`src/rtl/keypad_scan_debounce.sv`:
```
// Row-scanning keypad decoder with press/release debounce, chord rejection and key history.
// Optional macro KEYPAD_HEX_MAP_EN maps 4x4 key positions onto the printed keypad legend.
module keypad_scan_debounce #(
  parameter int ROWS            = 4,
  parameter int COLS            = 4,
  parameter int SETTLE_CYCLES   = 2,
  parameter int DEBOUNCE_CYCLES = 16,
  parameter int NUM_DIGITS      = 2,
  localparam int KW = (ROWS * COLS > 1) ? $clog2(ROWS * COLS) : 1
) (
  input  logic                     clk,
  input  logic                     reset,
  input  logic [COLS-1:0]          col_sync,
  output logic [ROWS-1:0]          r_sel,
  output logic                     key_valid,
  output logic [KW-1:0]            key_code,
  output logic                     key_held,
  output logic [NUM_DIGITS*KW-1:0] digits
);

  localparam int RW   = $clog2(ROWS);
  localparam int CIW  = (COLS > 1) ? $clog2(COLS) : 1;
  localparam int MAXC = (SETTLE_CYCLES > DEBOUNCE_CYCLES) ? SETTLE_CYCLES : DEBOUNCE_CYCLES;
  localparam int CW   = $clog2(MAXC + 1);

  localparam logic [CW-1:0] SETTLE_LAST = CW'(SETTLE_CYCLES - 1);
  localparam logic [CW-1:0] DB_LAST     = CW'(DEBOUNCE_CYCLES - 1);
  localparam logic [RW-1:0] ROW_LAST    = RW'(ROWS - 1);

  typedef enum logic [2:0] {
    SCAN       = 3'd0,
    DEBOUNCE   = 3'd1,
    PRESSED    = 3'd2,
    HOLD       = 3'd3,
    RELEASE_DB = 3'd4
  } state_t;

  state_t                  state_reg, state_next;
  logic [RW-1:0]           row_reg, row_next;
  logic [CW-1:0]           cnt_reg, cnt_next;
  logic [COLS-1:0]         pat_reg, pat_next;
  logic [KW-1:0]           code_reg, code_next;
  logic                    held_reg, held_next;
  logic [NUM_DIGITS*KW-1:0] digits_reg, digits_next;

  logic [CW-1:0]  cnt_inc;
  logic [RW-1:0]  row_inc;
  logic [CIW-1:0] col_idx;
  logic           one_hot;
  logic [KW-1:0]  raw_code;
  logic [KW-1:0]  new_code;

`ifdef KEYPAD_HEX_MAP_EN
  if (ROWS != 4 || COLS != 4) begin : g_bad_geometry
    $error("KEYPAD_HEX_MAP_EN needs a 4x4 keypad");
  end

  function automatic logic [KW-1:0] hex_legend(input logic [KW-1:0] idx);
    logic [3:0] v;
    case (idx)
      4'd0:    v = 4'h1;
      4'd1:    v = 4'h2;
      4'd2:    v = 4'h3;
      4'd3:    v = 4'hA;
      4'd4:    v = 4'h4;
      4'd5:    v = 4'h5;
      4'd6:    v = 4'h6;
      4'd7:    v = 4'hB;
      4'd8:    v = 4'h7;
      4'd9:    v = 4'h8;
      4'd10:   v = 4'h9;
      4'd11:   v = 4'hC;
      4'd12:   v = 4'hF;
      4'd13:   v = 4'h0;
      4'd14:   v = 4'hE;
      default: v = 4'hD;
    endcase
    return KW'(v);
  endfunction
`endif

  // Row drive is one-cold: only the scanned row is pulled low.
  for (genvar gi = 0; gi < ROWS; gi++) begin : g_row_drive
    assign r_sel[gi] = (row_reg != RW'(gi));
  end

  assign key_valid = (state_reg == PRESSED);
  assign key_code  = code_reg;
  assign key_held  = held_reg;
  assign digits    = digits_reg;

  assign cnt_inc = (cnt_reg == {CW{1'b1}}) ? cnt_reg : cnt_reg + CW'(1);
  assign row_inc = (row_reg >= ROW_LAST) ? '0 : row_reg + RW'(1);
  assign one_hot = (pat_reg != '0) && ((pat_reg & (pat_reg - COLS'(1))) == '0);

  always_comb begin
    col_idx = '0;
    for (int i = 0; i < COLS; i++) begin
      if (pat_reg[i]) col_idx = CIW'(i);
    end
  end

  assign raw_code = KW'(int'(row_reg) * COLS + int'(col_idx));
`ifdef KEYPAD_HEX_MAP_EN
  assign new_code = hex_legend(raw_code);
`else
  assign new_code = raw_code;
`endif

  always_comb begin
    state_next  = state_reg;
    row_next    = row_reg;
    cnt_next    = cnt_reg;
    pat_next    = pat_reg;
    code_next   = code_reg;
    held_next   = held_reg;
    digits_next = digits_reg;
    case (state_reg)
      SCAN: begin
        if (cnt_reg >= SETTLE_LAST) begin
          if (col_sync == '0) begin
            row_next = row_inc;
            cnt_next = '0;
          end else begin
            pat_next   = col_sync;
            cnt_next   = CW'(1);
            state_next = DEBOUNCE;
          end
        end else begin
          cnt_next = cnt_inc;
        end
      end
      DEBOUNCE: begin
        if (col_sync == '0) begin
          row_next   = row_inc;
          cnt_next   = '0;
          state_next = SCAN;
        end else if (col_sync != pat_reg) begin
          pat_next = col_sync;
          cnt_next = CW'(1);
        end else if (cnt_reg >= DB_LAST) begin
          cnt_next = '0;
          // Code and history are committed on entry so they are valid alongside key_valid.
          if (one_hot) begin
            state_next  = PRESSED;
            code_next   = new_code;
            held_next   = 1'b1;
            for (int i = NUM_DIGITS - 1; i > 0; i--) begin
              digits_next[i*KW +: KW] = digits_reg[(i-1)*KW +: KW];
            end
            digits_next[KW-1:0] = new_code;
          end else begin
            state_next = HOLD;
          end
        end else begin
          cnt_next = cnt_inc;
        end
      end
      PRESSED: begin
        state_next = HOLD;
      end
      HOLD: begin
        if (col_sync == '0) begin
          state_next = RELEASE_DB;
          cnt_next   = CW'(1);
        end
      end
      RELEASE_DB: begin
        if (col_sync != '0) begin
          state_next = HOLD;
          cnt_next   = '0;
        end else if (cnt_reg >= DB_LAST) begin
          held_next  = 1'b0;
          row_next   = row_inc;
          cnt_next   = '0;
          state_next = SCAN;
        end else begin
          cnt_next = cnt_inc;
        end
      end
      default: begin
        state_next = SCAN;
        row_next   = '0;
        cnt_next   = '0;
      end
    endcase
  end

  always_ff @(posedge clk) begin
    if (reset) begin
      state_reg  <= SCAN;
      row_reg    <= '0;
      cnt_reg    <= '0;
      pat_reg    <= '0;
      code_reg   <= '0;
      held_reg   <= 1'b0;
      digits_reg <= '0;
    end else begin
      state_reg  <= state_next;
      row_reg    <= row_next;
      cnt_reg    <= cnt_next;
      pat_reg    <= pat_next;
      code_reg   <= code_next;
      held_reg   <= held_next;
      digits_reg <= digits_next;
    end
  end

endmodule

```
`config.mk`:
```
export PLATFORM = sky130hd
export DESIGN_NAME = keypad_scan_debounce
export DESIGN_NICKNAME = d
export VERILOG_FILES = /design/src/rtl/keypad_scan_debounce.sv
export SDC_FILE = /design/constraint.sdc
export NUM_CORES = 1
export LEC_CHECK = 0
export ABC_AREA = 1
export CORE_UTILIZATION = 40
export CTS_BUF_LIST = sky130_fd_sc_hd__clkbuf_8
export CTS_CLUSTER_DIAMETER = 200
export DETAILED_ROUTE_END_ITERATION = 10
export GPL_ROUTABILITY_DRIVEN = 0
export HOLD_SLACK_MARGIN = 0.05
export MAX_ROUTING_LAYER = met4
export SETUP_SLACK_MARGIN = 0.02
export SYNTH_ARGS = -nofsm -noshare
export SYNTH_HDL_FRONTEND = slang
export SYNTH_SLANG_ARGS = --single-unit
```
`constraint.sdc`:
```
create_clock -name clk -period 2.45 [get_ports clk]
set_clock_uncertainty 0.2 [all_clocks]
set_input_delay 0.245 -clock clk [delete_from_list [all_inputs] [get_ports clk]]
set_output_delay 0.245 -clock clk [all_outputs]
set_load 0.01 [all_outputs]
```
## Word-level counts from Yosys, hierarchy flattened

Index checks and enable logic that the tools add are counted.
Widths: inputs -> output; s select.

- Register bits after elaboration: 27
- Output and inout port bits: 18

- Add/sub/neg operators: 4
- $lt $le $gt $ge: 3
- Equal/unequal tests: 22
- Multiplexer cells: 40
- Bitwise logic cells: 5
- Reductions and logical operators: 16

Operators with widths:

| kind | number |
|---|---|
| $mux 5 | 7 |
| $pmux 5 s5 | 1 |
| $mux 3 | 8 |
| $ne 2x2->1 const B | 12 |
| $mux 4 | 4 |
| $pmux 3 s5 | 1 |
| $mux 2 | 7 |
| $reduce_and 5->1 | 2 |
| $mux 1 | 9 |
| $ne 3x3->1 const B | 3 |
| $logic_not 4->1 | 2 |
| $pmux 2 s4 | 1 |
| $pmux 4 s2 | 1 |
| $reduce_bool 4->1 | 2 |
| $reduce_and 7->1 | 1 |
| $eq 3x2->1 const B | 2 |
| $reduce_and 6->1 | 1 |
| $reduce_bool 2->1 | 3 |
| $add 5x1->5 const B | 1 |
| $eq 5x5->1 const B | 1 |
| $ge 5x1->1 const B | 1 |
| $ge 5x4->1 const B | 1 |
| $add 4x2->4 | 1 |
| $and 4x4->4 | 1 |
| other kinds (14) | 17 |

## Depth between registers and ports, before layout

- Word-level depth: 9
- Gate-level depth with buffers: 11
- Gate-level depth less buffers: 11

## Worst setup path before layout

OpenSTA, ideal clock, no wires.

- Path type: register -> register
- From: register cnt_reg[0]
- To: register digits_reg[3], in the netlist digits[3]
- Setup time: 0.115 ns
- Arrival: 1.320 ns
- Data required time: 2.135 ns
- Slack: 0.815 ns
- Stages on the path, launching flop included: 9
- Period minus slack after synthesis: 1.635 ns
- Cells stage by stage: dfxtp_1 -> ha_1 -> nand3_1 -> nand2_1 -> nor2_2 -> nor2_2 -> nand2_4 -> o21ai_1 -> nor2_1

- Word-level cells in the longest chain between the ends: 2

Ends and longest elaborated chain:

| element | RTL line | source |
|---|---|---|
| from (decl) | 40 | `logic [CW-1:0] cnt_reg, cnt_next;` |
| from (signal assigned) | 201 | `cnt_reg <= cnt_next;` |
| $ge 5x4->1 | 141 | `end else if (cnt_reg >= DB_LAST) begin` |
| $reduce_and 5->1 (no source line) | -- |  |
| to (signal assigned) | 205 | `digits_reg <= digits_next;` |
| to (decl) | 44 | `logic [NUM_DIGITS*KW-1:0] digits_reg, digits_next;` |

No other way between the ends.
A chain may end at the register's enable or synchronous reset.

## Worst setup path in the final report

- From: register row_reg[0]
- To: output port r_sel[2]

- Word-level cells in the longest chain between the ends: 1

Ends and longest elaborated chain:

| element | RTL line | source |
|---|---|---|
| from (decl) | 39 | `logic [RW-1:0] row_reg, row_next;` |
| from (signal assigned) | 200 | `row_reg <= row_next;` |
| $ne 2x2->1 | 84 | `assign r_sel[gi] = (row_reg != RW'(gi));` |
| to (decl) | 14 | `output logic [ROWS-1:0] r_sel,` |

No other way between the ends.

==> impl_metrics.prom <==
# TYPE chip_impl_metric gauge
chip_impl_metric{name="cts_sinks",unit=""} 23
chip_impl_metric{name="syn_to_final_growth",unit="%"} 20.48
chip_impl_metric{name="synth_area_per_cell",unit="µm²"} 6.463
chip_impl_metric{name="yosys.area_share.simple",unit="%"} 37.08
chip_impl_metric{name="net_count_after_synthesis",unit=""} 236
chip_impl_metric{name="grt_start_max_net_pins",unit=""} 17
chip_impl_metric{name="cp_data_required_time",unit="ps"} 2010
chip_impl_metric{name="cts_buffer_depth",unit=""} 2
chip_impl_info{name="cts_root_buf",value="clkbuf_8"} 1
chip_impl_metric{name="yosys-mux-area-fraction",unit="%"} 0
chip_impl_metric{name="netlist.area_leader.share",unit="%"} 31.81
chip_impl_metric{name="finalSetupViolCount",unit=""} 0
chip_impl_metric{name="worstPathMaxFanout",unit=""} 5
chip_impl_metric{name="synthCells",unit=""} 224
chip_impl_info{name="cts_tree",value="built"} 1
chip_impl_metric{name="synth_xor_xnor_area_share",unit="%"} 0
chip_impl_metric{name="timing.final.crit_period",unit="ps"} 1994
chip_impl_metric{name="drt_wl_total",unit="µm"} 2995
chip_impl_metric{name="synth_sequential_area_ratio",unit="%"} 31.81
chip_impl_info{name="run_status",value="finished, final reports clean"} 1
chip_impl_metric{name="num_vias",unit=""} 1385
chip_impl_metric{name="drc_errors",unit=""} 0
chip_impl_metric{name="fmaxAchievable",unit="MHz"} 501.4
chip_impl_metric{name="final_core_utilization",unit="%"} 51.46
chip_impl_metric{name="cts_htree_levels",unit=""} 1
chip_impl_metric{name="ant_nets",unit=""} 0
chip_impl_metric{name="total_leakage_power",unit="nW"} 0.7833
chip_impl_metric{name="initial_utilization",unit="%"} 42.71
chip_impl_metric{name="drt_wl_cell",unit="µm"} 10.29
chip_impl_metric{name="post_synth_num_cell_types",unit=""} 22
chip_impl_metric{name="postSynthRegisterBits",unit=""} 23
chip_impl_metric{name="fin_ws",unit="ps"} 455.6
chip_impl_metric{name="syn-cell-area",unit="µm²"} 1448
chip_impl_metric{name="final_cell_area",unit="µm²"} 1744
chip_impl_metric{name="clk_pin_slew",unit="ps"} 90
chip_impl_metric{name="post_synth_fa_ha_maj_area_fraction",unit="%"} 5.186
chip_impl_metric{name="globalRoute.totalOverflow",unit=""} 0
chip_impl_metric{name="vdd.ir_drop.worst",unit="V"} 0.0004023
chip_impl_metric{name="place.detailed.hpwl",unit="µm"} 2374
chip_impl_metric{name="boundary_pin_count",unit=""} 24
chip_impl_metric{name="pre_cts_slack",unit="ps"} 355.7
chip_impl_metric{name="drt_iter0_markers",unit=""} 47
chip_impl_metric{name="core",unit="µm²"} 3390
chip_impl_metric{name="clock_insertion_delay_worst_skew",unit="ps"} 270
chip_impl_metric{name="slew_viol_final",unit=""} 0
chip_impl_metric{name="cts_hold_repair.buffers",unit=""} 0
chip_impl_metric{name="final_layout_size_suffix_gt1_share",unit="%"} 10.20
chip_impl_metric{name="fin_hold_viols",unit=""} 0
chip_impl_metric{name="viasPerCell",unit=""} 4.759
chip_impl_metric{name="post_cts_setup_buffer_count",unit=""} 0
chip_impl_metric{name="diodes",unit=""} 0
chip_impl_info{name="endpoint_kind",value="output port"} 1
chip_impl_metric{name="grt_pass1_wl",unit="µm"} 5319
chip_impl_info{name="critPathLaunchType",value="flop"} 1
chip_impl_metric{name="die_width",unit="µm"} 62.16
chip_impl_metric{name="cts-buffers-inserted",unit=""} 3
chip_impl_metric{name="post-layout-total-power",unit="mW"} 1.514
chip_impl_info{name="rsz0062_at_grt",value="false"} 1
chip_impl_metric{name="detailedRoute.firstPassIterationCount",unit=""} 4
chip_impl_info{name="worst-setup-path-type",value="reg2out"} 1
chip_impl_metric{name="worst_margin_slew",unit="ps"} 479.4
chip_impl_metric{name="timing.critical_path.arrival",unit="ps"} 1550
chip_impl_info{name="largest_family_of_logic_cells_by_synthesized_area",value="simple AND/OR/NAND/NOR gates"} 1
chip_impl_metric{name="postCtsResizedCells",unit=""} 0
chip_impl_metric{name="cellPowerDensity",unit="nW/µm²"} 868.3
chip_impl_info{name="holdCritPathClass",value="reg2reg"} 1
chip_impl_metric{name="chipHeight",unit="µm"} 62.16
chip_impl_metric{name="dp_cells",unit=""} 287
chip_impl_metric{name="io_buffer_count",unit=""} 23
chip_impl_metric{name="place_area",unit="µm²"} 1698
chip_impl_info{name="yosys-top-cells-area",value="dfxtp_1, nand2_1, inv_1, a21oi_1, nor2_1"} 1
chip_impl_info{name="synth_area_leader_cell",value="dfxtp_1"} 1
chip_impl_metric{name="groute.usage.overall",unit="%"} 17.35
chip_impl_metric{name="antenna_found_initial",unit=""} 0
chip_impl_metric{name="timing.max_slew.rel_slack",unit="%"} 67.80
chip_impl_metric{name="yosysWarnings",unit=""} 0
chip_impl_metric{name="floorplan.rows",unit=""} 21
chip_impl_metric{name="fin_cells",unit=""} 291
chip_impl_metric{name="dieArea",unit="µm²"} 3864
chip_impl_metric{name="drv.max_cap_violation_count",unit=""} 0
chip_impl_metric{name="final_min_period_over_clock_period",unit="%"} 81.41
chip_impl_metric{name="finalSetupTns",unit="ps"} 0
chip_impl_metric{name="fin_hold_ws",unit="ps"} 242.9
chip_impl_metric{name="vias_in_the_first_global_route",unit=""} 1210
chip_impl_metric{name="fin_nets",unit=""} 258
chip_impl_metric{name="synth_compound_gate_area_share",unit="%"} 14.52
-- power breakdown --
part	leakage, nW	switching (mW)	internal (mW)
combinational	0.571	0.489	0.262
sequential	0.187	0.0833	0.437
clock	0.0255	0.129	0.114
-- per-layer routing --
metal,track usage [%],up-vias,share of wire [%]
met5,-,-,0
met4,6.977,0,1.7
met3,1.654,7,4.0
met2,26.65,41,42
met1,23.39,582,52
li1,-,755,-
-- worst max-delay path, stage by stage, from the launching register on --
cell             delay (ps)
dfxtp_1                 410
inv_1                   100
ha_1                    200
inv_1                    50
clkdlybuf4s50_1         520
-- placed cells by master, fill, tap and decap left out, drive strengths merged --
master,synthesis,routed
clkbuf,2,3
clkdlybuf4s50,0,23
clkinv,0,1
o22ai,1,1
nor3,6,6
nor2,35,35
a21oi,22,22
nand2,52,52
o21ai,18,18
inv,34,34
nand3,19,19
dfxtp,23,23
nand4,2,2
ha,6,6
-- cell families after synthesis --
| kind of cell | count (synthesis) |
|---|---|
| flip-flops | 23 |
| AO/OA/AOI/OAI | 41 |
| AND/OR/NAND/NOR | 114 |
| buffers and inverters | 40 |
| adder cells (fa/ha/maj) | 6 |
-- final timing paths --
| check | from | depth (start not counted) | slack [ps] | endpoint |
|---|---|---|---|---|
| setup / recovery | row_reg[0]$_SDFFE_PP0P_ | 4 | 460 | r_sel[2] |
| hold / removal | key_held$_SDFFE_PP0P_ | 2 | 240 | key_held$_SDFFE_PP0P_ |
| setup reg to reg | cnt_reg[0]$_SDFFE_PP0P_ | 8 | 580 | digits[5]$_SDFFE_PP0P_ |
| hold reg to reg | key_held$_SDFFE_PP0P_ | 2 | 240 | key_held$_SDFFE_PP0P_ |
-- final cells by class --
type / count / area, µm²
multi-input cells: 161 / 822.0
fillers: 348 / 1645
inverters: 34 / 127.6
clock inverters: 1 / 5.005
well taps: 46 / 57.56
flip-flops and latches: 23 / 460.4
clock buffers: 3 / 41.29
repair buffers: 23 / 230.2
-- synth_stat cells --
master / count
nand2_1: 47
inv_1: 30
nor2_1: 27
dfxtp_1: 23
a21oi_1: 22
nand3_1: 17
o21ai_1: 10
o21ai_0: 7
ha_1: 6
nor3_1: 5
buf_4: 4
inv_2: 4
nand2_2: 4
nor2_2: 4
nor2_4: 4
clkbuf_1: 2
nand3_2: 2
nand4_1: 2
nand2_4: 1
nor3_2: 1
o21ai_2: 1
o22ai_1: 1
Note: power is estimated with default switching activity, not from simulation.
